--- config.mk ---
export PLATFORM = sky130hd
export DESIGN_NAME = pipe_stage_reg
export DESIGN_NICKNAME = d
export VERILOG_FILES = /design/src/rtl/pipe_pkg.sv /design/src/rtl/pipe_slot.sv /design/src/rtl/pipe_stage_reg.sv
export SDC_FILE = /design/constraint.sdc
export NUM_CORES = 1
export LEC_CHECK = 0
export BUFFER_PORTS_ARGS = -buffer_cell sky130_fd_sc_hd__buf_4
export CORE_MARGIN = 2
export CORE_UTILIZATION = 56
export CTS_BUF_LIST = sky130_fd_sc_hd__clkbuf_4
export CTS_CLUSTER_SIZE = 16
export DETAILED_ROUTE_END_ITERATION = 16
export PLACE_DENSITY = 0.8
export SYNTH_ARGS = -nofsm -noshare
export SYNTH_HDL_FRONTEND = slang
export SYNTH_HIERARCHICAL = 1
export SYNTH_SLANG_ARGS = --single-unit
--- constraint.sdc ---
create_clock -name CLK -period 2.8 [get_ports CLK]
set_input_delay 0.42 -clock CLK [delete_from_list [all_inputs] [get_ports CLK]]
set_output_delay 0.42 -clock CLK [all_outputs]
set_load 0.05 [all_outputs]
--- src/rtl/pipe_pkg.sv ---
// Shared pipeline-boundary constants: payload widths, CTRL field layout and NOP encodings.
package pipe_pkg;

    localparam int PIPE_CTRL_W   = 16;
    localparam int IF_ID_DATA_W  = 64;
    localparam int ID_EX_DATA_W  = 96;
    localparam int EX_MEM_DATA_W = 96;
    localparam int MEM_WB_DATA_W = 64;

    localparam int CTRL_ALU_OP_LSB           = 0;
    localparam int CTRL_ALU_OP_W             = 4;
    localparam int CTRL_BRANCH_JUMP_LSB      = 4;
    localparam int CTRL_BRANCH_JUMP_W        = 2;
    localparam int CTRL_OP_SEL_LSB           = 6;
    localparam int CTRL_OP_SEL_W             = 2;
    localparam int CTRL_MEM_WRITE_BIT        = 8;
    localparam int CTRL_MEM_READ_BIT         = 9;
    localparam int CTRL_REG_WRITE_SEL_LSB    = 10;
    localparam int CTRL_REG_WRITE_SEL_W      = 2;
    localparam int CTRL_REG_WRITE_ENABLE_BIT = 12;
    localparam int CTRL_IS_LOAD_BIT          = 13;

    // All-zero CTRL means no register write and no memory access at every boundary.
    localparam logic [PIPE_CTRL_W-1:0] IF_ID_CTRL_NOP  = '0;
    localparam logic [PIPE_CTRL_W-1:0] ID_EX_CTRL_NOP  = '0;
    localparam logic [PIPE_CTRL_W-1:0] EX_MEM_CTRL_NOP = '0;
    localparam logic [PIPE_CTRL_W-1:0] MEM_WB_CTRL_NOP = '0;

    function automatic logic ctrl_has_side_effect(input logic [PIPE_CTRL_W-1:0] ctrl);
        return ctrl[CTRL_MEM_WRITE_BIT] | ctrl[CTRL_MEM_READ_BIT] | ctrl[CTRL_REG_WRITE_ENABLE_BIT];
    endfunction

endpackage

--- src/rtl/pipe_slot.sv ---
// One pipeline entry: valid + DATA + CTRL. Clear wins over load; clearing keeps DATA and forces CTRL to NOP.
module pipe_slot
    import pipe_pkg::*;
#(
    parameter int                DATA_W   = ID_EX_DATA_W,
    parameter int                CTRL_W   = PIPE_CTRL_W,
    parameter logic [CTRL_W-1:0] CTRL_NOP = '0
) (
    input  logic              clk,
    input  logic              rst_n,
    input  logic              load,
    input  logic              clear,
    input  logic [DATA_W-1:0] d_data,
    input  logic [CTRL_W-1:0] d_ctrl,
    output logic              valid,
    output logic [DATA_W-1:0] data,
    output logic [CTRL_W-1:0] ctrl
);

    logic              valid_q, valid_d;
    logic [DATA_W-1:0] data_q, data_d;
    logic [CTRL_W-1:0] ctrl_q, ctrl_d;

    always_comb begin
        valid_d = valid_q;
        data_d  = data_q;
        ctrl_d  = ctrl_q;
        if (clear) begin
            valid_d = 1'b0;
            ctrl_d  = CTRL_NOP;
        end else if (load) begin
            valid_d = 1'b1;
            data_d  = d_data;
            ctrl_d  = d_ctrl;
        end
    end

    always_ff @(posedge clk or negedge rst_n) begin
        if (!rst_n) begin
            valid_q <= 1'b0;
            data_q  <= '0;
            ctrl_q  <= CTRL_NOP;
        end else begin
            valid_q <= valid_d;
            data_q  <= data_d;
            ctrl_q  <= ctrl_d;
        end
    end

    assign valid = valid_q;
    assign data  = data_q;
    assign ctrl  = ctrl_q;

endmodule

--- src/rtl/pipe_stage_reg.sv ---
// Elastic inter-stage register: valid/ready handshake, optional skid slot, flush-to-bubble, stall counter.
module pipe_stage_reg
    import pipe_pkg::*;
#(
    parameter int                DATA_W   = ID_EX_DATA_W,
    parameter int                CTRL_W   = PIPE_CTRL_W,
    parameter logic [CTRL_W-1:0] CTRL_NOP = ID_EX_CTRL_NOP,
    parameter int                SKID     = 1,
    parameter int                CNT_W    = 16
) (
    input  logic              CLK,
    input  logic              RESET_N,
    input  logic              IN_VALID,
    output logic              IN_READY,
    input  logic [DATA_W-1:0] IN_DATA,
    input  logic [CTRL_W-1:0] IN_CTRL,
    input  logic              FLUSH,
    output logic              OUT_VALID,
    input  logic              OUT_READY,
    output logic [DATA_W-1:0] OUT_DATA,
    output logic [CTRL_W-1:0] OUT_CTRL,
    output logic [CNT_W-1:0]  STALL_CNT,
    output logic [1:0]        OCCUPANCY
);

    logic              m_valid, s_valid;
    logic [DATA_W-1:0] m_data, s_data, m_src_data;
    logic [CTRL_W-1:0] m_ctrl, s_ctrl, m_src_ctrl;
    logic              xfer_in, pop;
    logic              m_load, m_clear, s_load, s_clear, s_valid_nxt;
    logic              in_ready_q, in_ready_d;
    logic [CNT_W-1:0]  stall_cnt_q, stall_cnt_d;

    // in_ready_q is 0 in reset and rises at the first edge after release.
    assign IN_READY = (SKID != 0) ? in_ready_q : (in_ready_q & (~m_valid | OUT_READY));

    always_comb begin
        xfer_in     = IN_VALID & IN_READY;
        pop         = m_valid & OUT_READY;
        m_load      = (~m_valid | pop) & (s_valid | xfer_in);
        m_clear     = FLUSH | (pop & ~s_valid & ~xfer_in);
        m_src_data  = s_valid ? s_data : IN_DATA;
        m_src_ctrl  = s_valid ? s_ctrl : IN_CTRL;
        s_load      = (SKID != 0) & m_valid & ~pop & xfer_in;
        s_clear     = FLUSH | (pop & s_valid);
        s_valid_nxt = s_clear ? 1'b0 : (s_load ? 1'b1 : s_valid);
        in_ready_d  = ~s_valid_nxt;
        stall_cnt_d = stall_cnt_q;
        if (m_valid && !OUT_READY && !(&stall_cnt_q)) begin
            stall_cnt_d = stall_cnt_q + CNT_W'(1);
        end
    end

    always_ff @(posedge CLK or negedge RESET_N) begin
        if (!RESET_N) begin
            in_ready_q  <= 1'b0;
            stall_cnt_q <= '0;
        end else begin
            in_ready_q  <= in_ready_d;
            stall_cnt_q <= stall_cnt_d;
        end
    end

    pipe_slot #(.DATA_W(DATA_W), .CTRL_W(CTRL_W), .CTRL_NOP(CTRL_NOP)) u_main (
        .clk    (CLK),
        .rst_n  (RESET_N),
        .load   (m_load),
        .clear  (m_clear),
        .d_data (m_src_data),
        .d_ctrl (m_src_ctrl),
        .valid  (m_valid),
        .data   (m_data),
        .ctrl   (m_ctrl)
    );

    pipe_slot #(.DATA_W(DATA_W), .CTRL_W(CTRL_W), .CTRL_NOP(CTRL_NOP)) u_skid (
        .clk    (CLK),
        .rst_n  (RESET_N),
        .load   (s_load),
        .clear  (s_clear),
        .d_data (IN_DATA),
        .d_ctrl (IN_CTRL),
        .valid  (s_valid),
        .data   (s_data),
        .ctrl   (s_ctrl)
    );

    assign OUT_VALID = m_valid;
    assign OUT_DATA  = m_data;
    assign OUT_CTRL  = m_ctrl;
    assign STALL_CNT = stall_cnt_q;
    assign OCCUPANCY = {1'b0, m_valid} + {1'b0, s_valid};

endmodule

---- Word-level counts from Yosys, hierarchy flattened ----
Index checks and enable logic that the tools add are counted.
cells by class
  bitwise gates (word level) .............. 19
  multiplexer cells ....................... 10
  reduce and logical (&&, ||, !) cells .... 9
  add/subtract/negate cells ............... 2
operator list
  kind                     number
  $mux W96                 1
  $mux W16                 5
  $add A16 B1 Y16 const B  1
  $reduce_and A16 Y1       1
  $and A1 B1 Y1            8
  $not A1 Y1               7
  $mux W1                  4
  $or A1 B1 Y1             4
  $reduce_and A2 Y1        2
  $reduce_bool A2 Y1       2
  $add A1 B1 Y2            1
  $logic_and A1 B1 Y1      2
  $logic_not A1 Y1         2
word-level totals
  input bits .............................. 117
  output and inout bits ................... 132
  register bits after elaboration ......... 243
  logic and storage cells ................. 48

---- Depth between registers and ports, before layout ----
  depth after elaboration ................. 7
  gate-level depth with buffers ........... 10
  mapped depth without buffers ............ 5

---- Hierarchy ----
The synthesis kept the hierarchy.
by module, submodules not included
  module          area an instance (µm²)  cells each  instances  seq. area each (µm²)
  pipe_slot       4471.8                  259         2          2827.7
  pipe_stage_reg  2254.7                  213         1          425.4

---- Worst setup path after synthesis ----
No wires, ideal clock.
  path type ............................... register -> register
  start point ............................. reg u_main.valid_q, in the netlist u_main/valid
  end point ............................... reg u_skid.data_q[51], in the netlist u_skid/data[51]
  stages on the path, launching flop included .. 9
  slack ................................... 0.490 ns
  setup time .............................. 0.125 ns
  required time ........................... 2.675 ns
  path buffers ............................ 4
  period minus slack after synthesis ...... 2.310 ns
  arrival time ............................ 2.185 ns
  cell sequence ........................... dfrtp_1 -> nor2b_1 -> and3_1 -> buf_6 -> nor2b_4 -> buf_6 -> buf_8 -> buf_12 -> mux2_4
on the way
  longest elaborated chain between the ends .. 5
  elaborated cells on any way between the ends .. 8
  classes of those cells .................. bitwise: 7; reduce/logical: 1
RTL lines
  item                                    line                  RTL
  from (decl)                             pipe_slot.sv:20       logic valid_q, valid_d;
  from (signal assigned)                  pipe_slot.sv:44       valid_q <= valid_d;
  $and A1 B1 Y1                           pipe_stage_reg.sv:39  pop = m_valid & OUT_READY;
  $not A1 Y1                              pipe_stage_reg.sv:44  s_load = (SKID != 0) & m_valid & ~pop & xfer_in;
  $and A1 B1 Y1 (*) (2 in series)         pipe_stage_reg.sv:44
  net s_load                              pipe_stage_reg.sv:30  logic m_load, m_clear, s_load, s_clear, s_valid_nxt;
  $reduce_and A2 Y1 (no source line) (*)  n/a
  to (signal assigned)                    pipe_slot.sv:45       data_q <= data_d;
  to (decl)                               pipe_slot.sv:21       logic [DATA_W-1:0] data_q, data_d;
The timed path passes the listed nets; every way through them passes the cells marked *.
A chain may end at the register's enable or synchronous reset.

---- Worst setup path in the final report ----
  start point ............................. reg u_skid.valid_q, in the netlist u_skid/valid
  end point ............................... out OCCUPANCY[0]
on the way
  longest elaborated chain between the ends .. 1
RTL lines
  item                    line                  RTL
  from (decl)             pipe_slot.sv:20
  from (signal assigned)  pipe_slot.sv:44
  $add A1 B1 Y2           pipe_stage_reg.sv:92  assign OCCUPANCY = {1'b0, m_valid} + {1'b0, s_valid};
  to (decl)               pipe_stage_reg.sv:23  output logic [1:0] OCCUPANCY
No other way between the ends.

==> results.cfg <==
[yosys]
yosysWarnings = 6
syn-cell-area_um2 = 11200
yosys.area_share.simple_pct = 3.832
synth_flop_cell = dfrtp_1
synth-adder-area-share_pct = 0.2235
synth_top_family_by_area = multiplexers
synth_top_cell_by_area = dfrtp_1
synth_edf_count = 0
synth_xor_xnor_area_share_pct = 0.5475
synth.net_count = 850
synth_cell_type_count = 38
synth_top_area_share_pct = 54.30
synth_mux_area_share_pct = 36.84
async_reset_ff_share_pct = 100.0
synth-seq-cells = 243
synth.yosys.seq_area_share_pct = 54.30
synth_compound_area_share_pct = 0.6034
yosys-top-cells-area = dfrtp_1 54%, mux2_2 23%, mux2_4 11%
avgSynthCellArea_um2 = 15.32
netlist_instances = 731

[grt]
grt_pass1_vias = 8413
grt_first_pass_wirelength_um = 43840
grt_max_degree = 115
antenna_found_initial = 4
met3_usage_pct = 8.088
grt_remaining_overflow = 0
use_met1_pct = 32.11
grt_busiest_layer = met2
met2_usage_pct = 41.94
track_usage_pct = 25.61

[final_layout]
multiInputGateArea_um2 = 4711
layout_common_cells = 252 x buf_4, 242 x dfrtp_1, 228 x mux2_2
seq_area_um2 = 6085
fill_cells = 1223
layout-drive-gt1-share_pct = 59.74
syn_to_final_growth_pct = 33.79
nets = 1230
layout_commonest_cell = buf_4

[floorplanning]
die_y_um = 145.4
die_w_um = 145.4
initial_utilization_pct = 57.35
io_pins = 249
dieArea_um2 = 21140
core_um2 = 19530
fp-row-count = 51

[timing]
tightest_slew_ns = 0.7308
fin_crit_ns = 2.508
relSlewSlack_pct = 51.28
hold_viol = 0
clock_skew_ns = 0.03878
setup-violations-final = 0
min_period_over_period_pct = 89.59
max_freq_ghz = 0.3986
finalMaxSlewViolations = 0
worst_slack_ns = 0.2915
rsz0062_at_grt = false
tns_ns = 0

[detailed_routing]
dr.pass1.iters = 4
ant_nets = 0
first_iter_violations = 283
drc = 0
vias_per_cell = 5.233
wl_per_cell_um = 18.67
wl_um = 26510
via_count = 7431

[hold_path]
min_path_type = in2reg
hold-path-cell-count = 2

[run]
drv_cap = 0

[clock_tree]
root_buffer = clkbuf_4
cts.sinks = 243
cts_made_buffers = 66
ctsResizeCount = 0
worst_skew_pair.late_latency_ns = 0.65
h-tree-depth = 3
cts.clk_slew.worst_paths_ns = 0.06
cts_tree = done
ctsLongestPathBuffers = 3

[worst_setup_path]
critPathLaunchType = register
ff2ff_path_depth = 5
rrSetupSlack_ns = 0.52
worstPathMaxFanout = 114
worst_ep_required_time_ns = 2.38
arrival_ns = 2.09
worst_setup_path_end_kind = output pin
crit_type = reg2out

[run_status]
status = finished clean

[pwr]
p_leak_nw = 6.975
vdd_ir_drop_max_mv = 0.6447
power.density_nw_per_um2 = 824.8

[placed_design]
globalplace.congestion = 0.7935
io_buffers = 248
post-place-ws_ns = 0.4768
dp_hpwl_um = 15660
-- area by class of cell --
cell class	count	area share, %
Sequential cell	243	40.61
Multi-Input combinational cell	443	31.44
Timing Repair Buffer	355	20.08
Clock buffer	96	4.810
Tap cell	265	2.213
Clock inverter	11	0.7099
Antenna cell	5	0.08351
Inverter	2	0.05011
-- what timing repair did --
action                    4_1_cts  5_1_grt
hold endpoints to repair      176        0
setup buffers                   0        0
hold buffers                   94        0
-- cells in the mapped netlist (7+ instances only) --
cell,number
mux2i_1,33
nand4_1,8
mux2_2,228
buf_2,10
mux2_4,81
nor2_1,40
clkbuf_1,7
nand2_1,8
dfrtp_1,243
buf_12,8
buf_4,12
-- sequential cells by signal, indices dropped and copies added, names as in the netlist --
name          flops
IN_READY          1
u_skid/valid      1
u_main/ctrl      16
STALL_CNT        16
u_skid/data      96
u_main/data      96
u_skid/ctrl      16
u_main/valid      1
-- per-layer routing --
layer / wire length (um) / up-vias
met5: 0 / -
met4: 539 / 0
met3: 1740 / 47
met2: 13140 / 229
met1: 11090 / 3734
li1: - / 3421
-- path summary, 6_finish.rpt --
| path | startpoint | endpoint |
|---|---|---|
| setup / recovery | u_skid/valid | OCCUPANCY[0] |
| hold / removal | IN_DATA[95] | u_skid/data[95] |
| setup reg to reg | u_main/valid | u_skid/data[21] |
| hold reg to reg | u_skid/data[41] | u_skid/data[41] |
| max in group asynchronous | RESET_N | u_main/ctrl[11] |
| min in group asynchronous | RESET_N | STALL_CNT[13] |
-- through the flow --
stage          cells  util (%)  hold slack (ns)  total power [W]  instance area (um2)
2_1_floorplan    731         -           0.1244         0.007766                11200
3_3_place_gp    1214     67.61           0.4849         0.008951                13200
3_5_place_dp    1214     67.61           0.4864         0.009062                13200
4_1_cts         1415     76.66       0.00009076          0.01242                14970
5_1_grt         1419     76.71         0.002801          0.01296                14980
6_report        1420     76.73          0.05219          0.01236                14980
-- cell families after synthesis --
kind of cell	count (synthesis)
flip-flops	243
XOR/XNOR	7
AND/OR/NAND/NOR	81
AO/OA/AOI/OAI	10
buffers and inverters	45
adder cells (fa/ha/maj)	2
multiplexers	343
-- worst max-delay path, stage by stage, from the launching register on --
cell and delay (ns):
dfrtp_4 0.45, buf_12 0.43, ha_1 0.35, buf_4 0.19
-- where the power goes --
group / switching, W / internal (W)
clock: 0.00144 / 0.00175
combinational: 0.00239 / 0.00180
sequential: 0.000581 / 0.00440
total: 0.00441 / 0.00795
Note: power is estimated with default switching activity, not from simulation.
